**src/rtl/branch_predictor.sv**
```systemverilog
// branch_predictor: direct-mapped 2-bit direction predictor with target buffer and ID-stage mispredict/redirect.
// Defining BP_STATS_EN adds stat_branches/stat_mispred counters.
module branch_predictor #(
    parameter int IDX_W = 4,
    localparam int TAG_W = 30 - IDX_W
) (
    input  logic        clk,
    input  logic        reset_n,
    input  logic [31:0] if_pc,
    output logic        pred_taken,
    output logic [31:0] pred_target,
    input  logic        upd_valid,
    input  logic [31:0] upd_pc,
    input  logic        upd_taken,
    input  logic [31:0] upd_target,
    input  logic        upd_pred_taken,
    input  logic [31:0] upd_pred_target,
    output logic        mispredict,
    output logic [31:0] redirect_pc
`ifdef BP_STATS_EN
    ,
    output logic [31:0] stat_branches,
    output logic [31:0] stat_mispred
`endif
);
    localparam int N = 2 ** IDX_W;

    logic             valid  [N];
    logic [TAG_W-1:0] tag    [N];
    logic [31:0]      target [N];
    logic [1:0]       ctr    [N];

    logic [IDX_W-1:0] l_idx, u_idx;
    logic [TAG_W-1:0] l_tag, u_tag;
    logic             l_hit, u_hit;
    logic             unused_ok;

    assign l_idx     = if_pc[IDX_W+1:2];
    assign l_tag     = if_pc[31:IDX_W+2];
    assign u_idx     = upd_pc[IDX_W+1:2];
    assign u_tag     = upd_pc[31:IDX_W+2];
    assign unused_ok = ^if_pc[1:0];

    assign l_hit       = valid[l_idx] && tag[l_idx] == l_tag;
    assign u_hit       = valid[u_idx] && tag[u_idx] == u_tag;
    assign pred_taken  = l_hit && ctr[l_idx][1];
    assign pred_target = l_hit ? target[l_idx] : 32'd0;

    assign mispredict  = upd_valid && ((upd_taken != upd_pred_taken) ||
                         (upd_taken && upd_pred_taken && upd_target != upd_pred_target));
    assign redirect_pc = upd_taken ? upd_target : upd_pc + 32'd4;

    // A taken miss evicts whatever occupies the slot; not-taken misses never allocate.
    always_ff @(posedge clk or negedge reset_n) begin
        if (!reset_n) begin
            for (int i = 0; i < N; i++) begin
                valid[i]  <= 1'b0;
                tag[i]    <= '0;
                target[i] <= 32'd0;
                ctr[i]    <= 2'b01;
            end
        end else if (upd_valid) begin
            if (u_hit && upd_taken) begin
                ctr[u_idx]    <= ctr[u_idx] == 2'b11 ? 2'b11 : ctr[u_idx] + 2'd1;
                target[u_idx] <= upd_target;
            end else if (u_hit) begin
                ctr[u_idx] <= ctr[u_idx] == 2'b00 ? 2'b00 : ctr[u_idx] - 2'd1;
            end else if (upd_taken) begin
                valid[u_idx]  <= 1'b1;
                tag[u_idx]    <= u_tag;
                target[u_idx] <= upd_target;
                ctr[u_idx]    <= 2'b10;
            end
        end
    end

`ifdef BP_STATS_EN
    always_ff @(posedge clk or negedge reset_n) begin
        if (!reset_n) begin
            stat_branches <= 32'd0;
            stat_mispred  <= 32'd0;
        end else begin
            if (upd_valid) stat_branches <= stat_branches + 32'd1;
            if (mispredict) stat_mispred <= stat_mispred + 32'd1;
        end
    end
`endif
endmodule

```
**config.mk**
```make
export PLATFORM = sky130hd
export DESIGN_NAME = branch_predictor
export DESIGN_NICKNAME = d
export VERILOG_FILES = /design/src/rtl/branch_predictor.sv
export SDC_FILE = /design/constraint.sdc
export NUM_CORES = 2
export LEC_CHECK = 0
export ABC_AREA = 1
export CORE_MARGIN = 3
export CORE_UTILIZATION = 30
export CTS_CLUSTER_SIZE = 16
export DETAILED_ROUTE_END_ITERATION = 8
export GPL_ROUTABILITY_DRIVEN = 0
export REMOVE_ABC_BUFFERS = 1
export SLEW_MARGIN = 20
export SYNTH_ARGS = -nofsm -noshare
export SYNTH_HDL_FRONTEND = slang
export SYNTH_SLANG_ARGS = --single-unit
```
**constraint.sdc**
```tcl
create_clock -name clk -period 3.7 [get_ports clk]
set_input_delay 0.74 -clock clk [delete_from_list [all_inputs] [get_ports clk]]
set_output_delay 0.74 -clock clk [all_outputs]
set_load 0.03 [all_outputs]
```
==> results by group <==
Outcome
  – Outcome: finished with violations
  – Failing checks: negative setup slack

Finish
  – Layout area overhead: 28.4%
  – Fillers: 18000
  – Area of all placed cells without fillers: a little under 70000 sq um
  – Nets@finish: 7877
  – Final Non-Filler Cells: approximately 10000
  – Final core occ: 38.8%
  – Share of layout cells above drive strength 1: around 14%

Global routing
  – Vias in the first global route: 50000
  – GRT Total Usage: 22.6%
  – First-pass GRT wire length: approximately 320000 microns
  – GRT overflow: 0
  – Largest net degree at the start of global routing: 140
  – Initial antenna violation count: 11

Worst setup path
  – Crit path launch type: input port
  – WP data required: 2.96 ns
  – WP data arrival: 3.45 ns
  – CP max FO: 8
  – Critical Path End Type: output pin
  – Setup Crit Path Kind: in -> out

STA
  – RSZ-0062 raised after global routing: yes
  – PnR worst setup slack: -0.493 ns
  – Final Max Tran Viols: 0
  – Final Cycle Share: 113%
  – Fin. Hold Viols: 0
  – Skew final: 0.0326 ns
  – Worst-Margin Slew: 0.859 ns
  – Final TNS setup: -13.07 ns
  – Setup violators final: 39
  – FMAX: 0.239 GHz
  – Fin crit period: 4.19 ns
  – Rel. slew slack: 42.7%
  – WHS: 0.474 ns

Logic synthesis
  – #FFs+latches synth: 976
  – Simple-Gate Fraction of Synth Area: a little over a fifth
  – Post-Synthesis Cell Area: ~53000 sq um
  – Mux contribution to synthesized area: 0.0750%
  – Synth Warn #: 0
  – Synth Area in Compound Gates: 21.7%
  – Most instantiated cells after synthesis: nand2_1, o21ai_0, dfrtp_1, inv_1, a21oi_1
  – Largest family of logic cells by synthesized area: compound AO/OA/AOI/OAI gates
  – Top post-synthesis cells by area: dfrtp_1, nand2_1, o21ai_0
  – Seq/Total Area, Yosys: approximately 46%
  – Async set or reset register ratio after synthesis: 100%
  – Post-Synth XOR/XNOR Area: 0.739%
  – Ys flop type: dfrtp_1
  – Top-area cell type share of the netlist area: 45.0%
  – Unique masters post-synth: 47
  – Most common cell in the netlist: nand2_1
  – Avg Cell Area, Syn: 7.22 sq um
  – Leading area contributor after synthesis: dfrtp_1
  – Adder-cell share of the synthesized area: 0.117%
  – Post-synth EDFFs: 0
  – Syn Inst Count: ~7400

Drt
  – # DRC: 0
  – Vias: about 53000
  – Total wire length: roughly 210000 microns
  – Remaining antenna violation count: 0
  – Drt wl/cell: 21.1 microns
  – First-pass DRT Iterations: 6
  – Vias per cell: 5.24
  – 1st-iter DRT viols: 6025

Floorplan
  – DIE HEIGHT: 428 microns
  – Cell row count: between 150 and 200
  – Initial Util: 30.2%
  – Die Span X: ~430 microns
  – Area of the die: 183000 sq um
  – Num ports: a little under 200
  – Placeable Area: 176000 sq um

Min path
  – Worst min path class: reg -> reg

Power and ir drop
  – PD cells: about 470 nW/um^2
  – Leakage: 31.8 nW
  – Comb power frac: 21.6%
  – Sw Ratio: 31.2%
  – Flop pwr share: 43.1%
  – Clock group share of total power: between 30% and 40%
  – PnR Total Power: 32.5 mW
  – Sw Pwr: ~10 mW
  – P_int: 22.4 mW
  – VDD IR max: approximately 390 uV

Place
  – Placement Setup Slack: -1.12 ns
  – Dpl hpwl: between 100000 and 150000 microns
  – IO buf count: 196
  – Post-Place Cells: 9900
  – DP Area: 62100 sq um

Clock tree
  – Clock-pin slew on the worst setup and hold paths: 0.06 ns
  – Htree depth: 3
  – Root buf cell: clkbuf_16
  – Clk_lat worst skew: between 0.7 and 0.8 ns
  – CTS tree: built
  – Clock buffer depth: 3
  – TritonCTS Sinks: 976
  – Inserted Clock Buffers: 105

Run
  – Max Cap Viol: 0
==> registers in the layout (all words and copies together), names as in the netlist <==
register,flops
ctr,32
valid,16
tag,416
target,512
==> per-layer routing <==
metal	global-route usage, %	vias up	wire, microns
met5	0	-	21
met4	8.90	4	9680
met3	3.87	473	18500
met2	36.0	2593	97800
met1	30.5	25500	88300
li1	-	24700	-
==> logic make-up (layout without fill, tap and decap cells) <==
group	count (synthesis)	in the layout
mux	4	4
flops	976	976
other cells	0	6
buf+inv	1307	1740
compound gates	2173	2173
xor+xnor	45	45
fa+ha+maj	5	5
simple gates	2885	2885
==> power groups by stage <==
| stage | combinational [mW] | sequential (mW) | clock [mW] |
|---|---|---|---|
| floorplan | 3.95 | 13.9 | 0 |
| global placement | 6.44 | 14.1 | 0 |
| detailed placement | 6.61 | 14.1 | 0 |
| CTS | 6.81 | 14.0 | 11.7 |
| global route | 7.92 | 14.2 | 12.1 |
| finish | 7.01 | 14.0 | 11.5 |
==> critical path, cell delays in order <==
cell and delay (ns):
buf_16 0.17, buf_16 0.18, buf_4 0.13, buf_4 0.12, mux2i_1 0.17, o21ai_0 0.09, nor2_1 0.13, o22ai_2 0.09
xor2_2 0.19, nor2_1 0.17, nand2_1 0.11, nor2_4 0.19, nand2_8 0.14, buf_12 0.17, buf_16 0.16, nor3_2 0.17
buf_4 0.16, buf_12 0.11
==> final timing paths <==
| check | start | to | slack (ns) | cells past startpoint |
|---|---|---|---|---|
| max | if_pc[2] | pred_target[16] | -0.49 | 18 |
| min | valid[14] | valid[14] | 0.47 | 2 |
| max reg2reg | tag[352] | tag[25] | 0.87 | 20 |
| min reg2reg | valid[14] | valid[14] | 0.47 | 2 |
| max in group asynchronous | reset_n | tag[62] | 2.00 | 3 |
| min in group asynchronous | reset_n | target[435] | 0.56 | 2 |
==> timing repair <==
item                                    in CTS  in global routing
endpoints found under the hold margin       22                  0
hold buffers                                 1                  0
pin swaps                                   42                 90
gates cloned                                15                 11
gates resized for setup                    254                195
endpoints found under the setup margin      52                252
setup buffers                               37                 19
==> cell usage in the layout (no fill, tap or decap), types with 25 or more instances in the layout <==
master           Yosys  layout
nand2_2             10      31
nand2_1           1972    1941
buf_4               14     391
nor2_4               3      36
buf_12               2     185
inv_1              691     679
clkbuf_16            0     117
nand3_1            219     212
nor3_4               0      37
nor2_1             544     510
clkdlybuf4s50_1      0     111
o21ai_0           1190    1124
nand4_1             44      44
o22ai_1             77      71
dfrtp_1            960     960
a21oi_1            601     587
buf_6               18      75
o21ai_1             81     122
o211ai_1           121     121
o21a_1              81      81
xnor2_1             31      28
clkbuf_8             0      25
==> area by class of cell <==
type | instances | area (sq um) | area share, %
Timing Repair Buffer | 818 | 9770 | 14.3
Clock buffer | 151 | 3070 | 4.48
Antenna cell | 6 | 15.0 | 0.0219
Tap cell | 2340 | 2930 | 4.27
Sequential cell | 976 | 24400 | 35.7
Inverter | 726 | 2750 | 4.01
Clock inverter | 45 | 653 | 0.953
Multi-Input combinational cell | 5112 | 24900 | 36.3
Power figures use the tool's default switching activity.
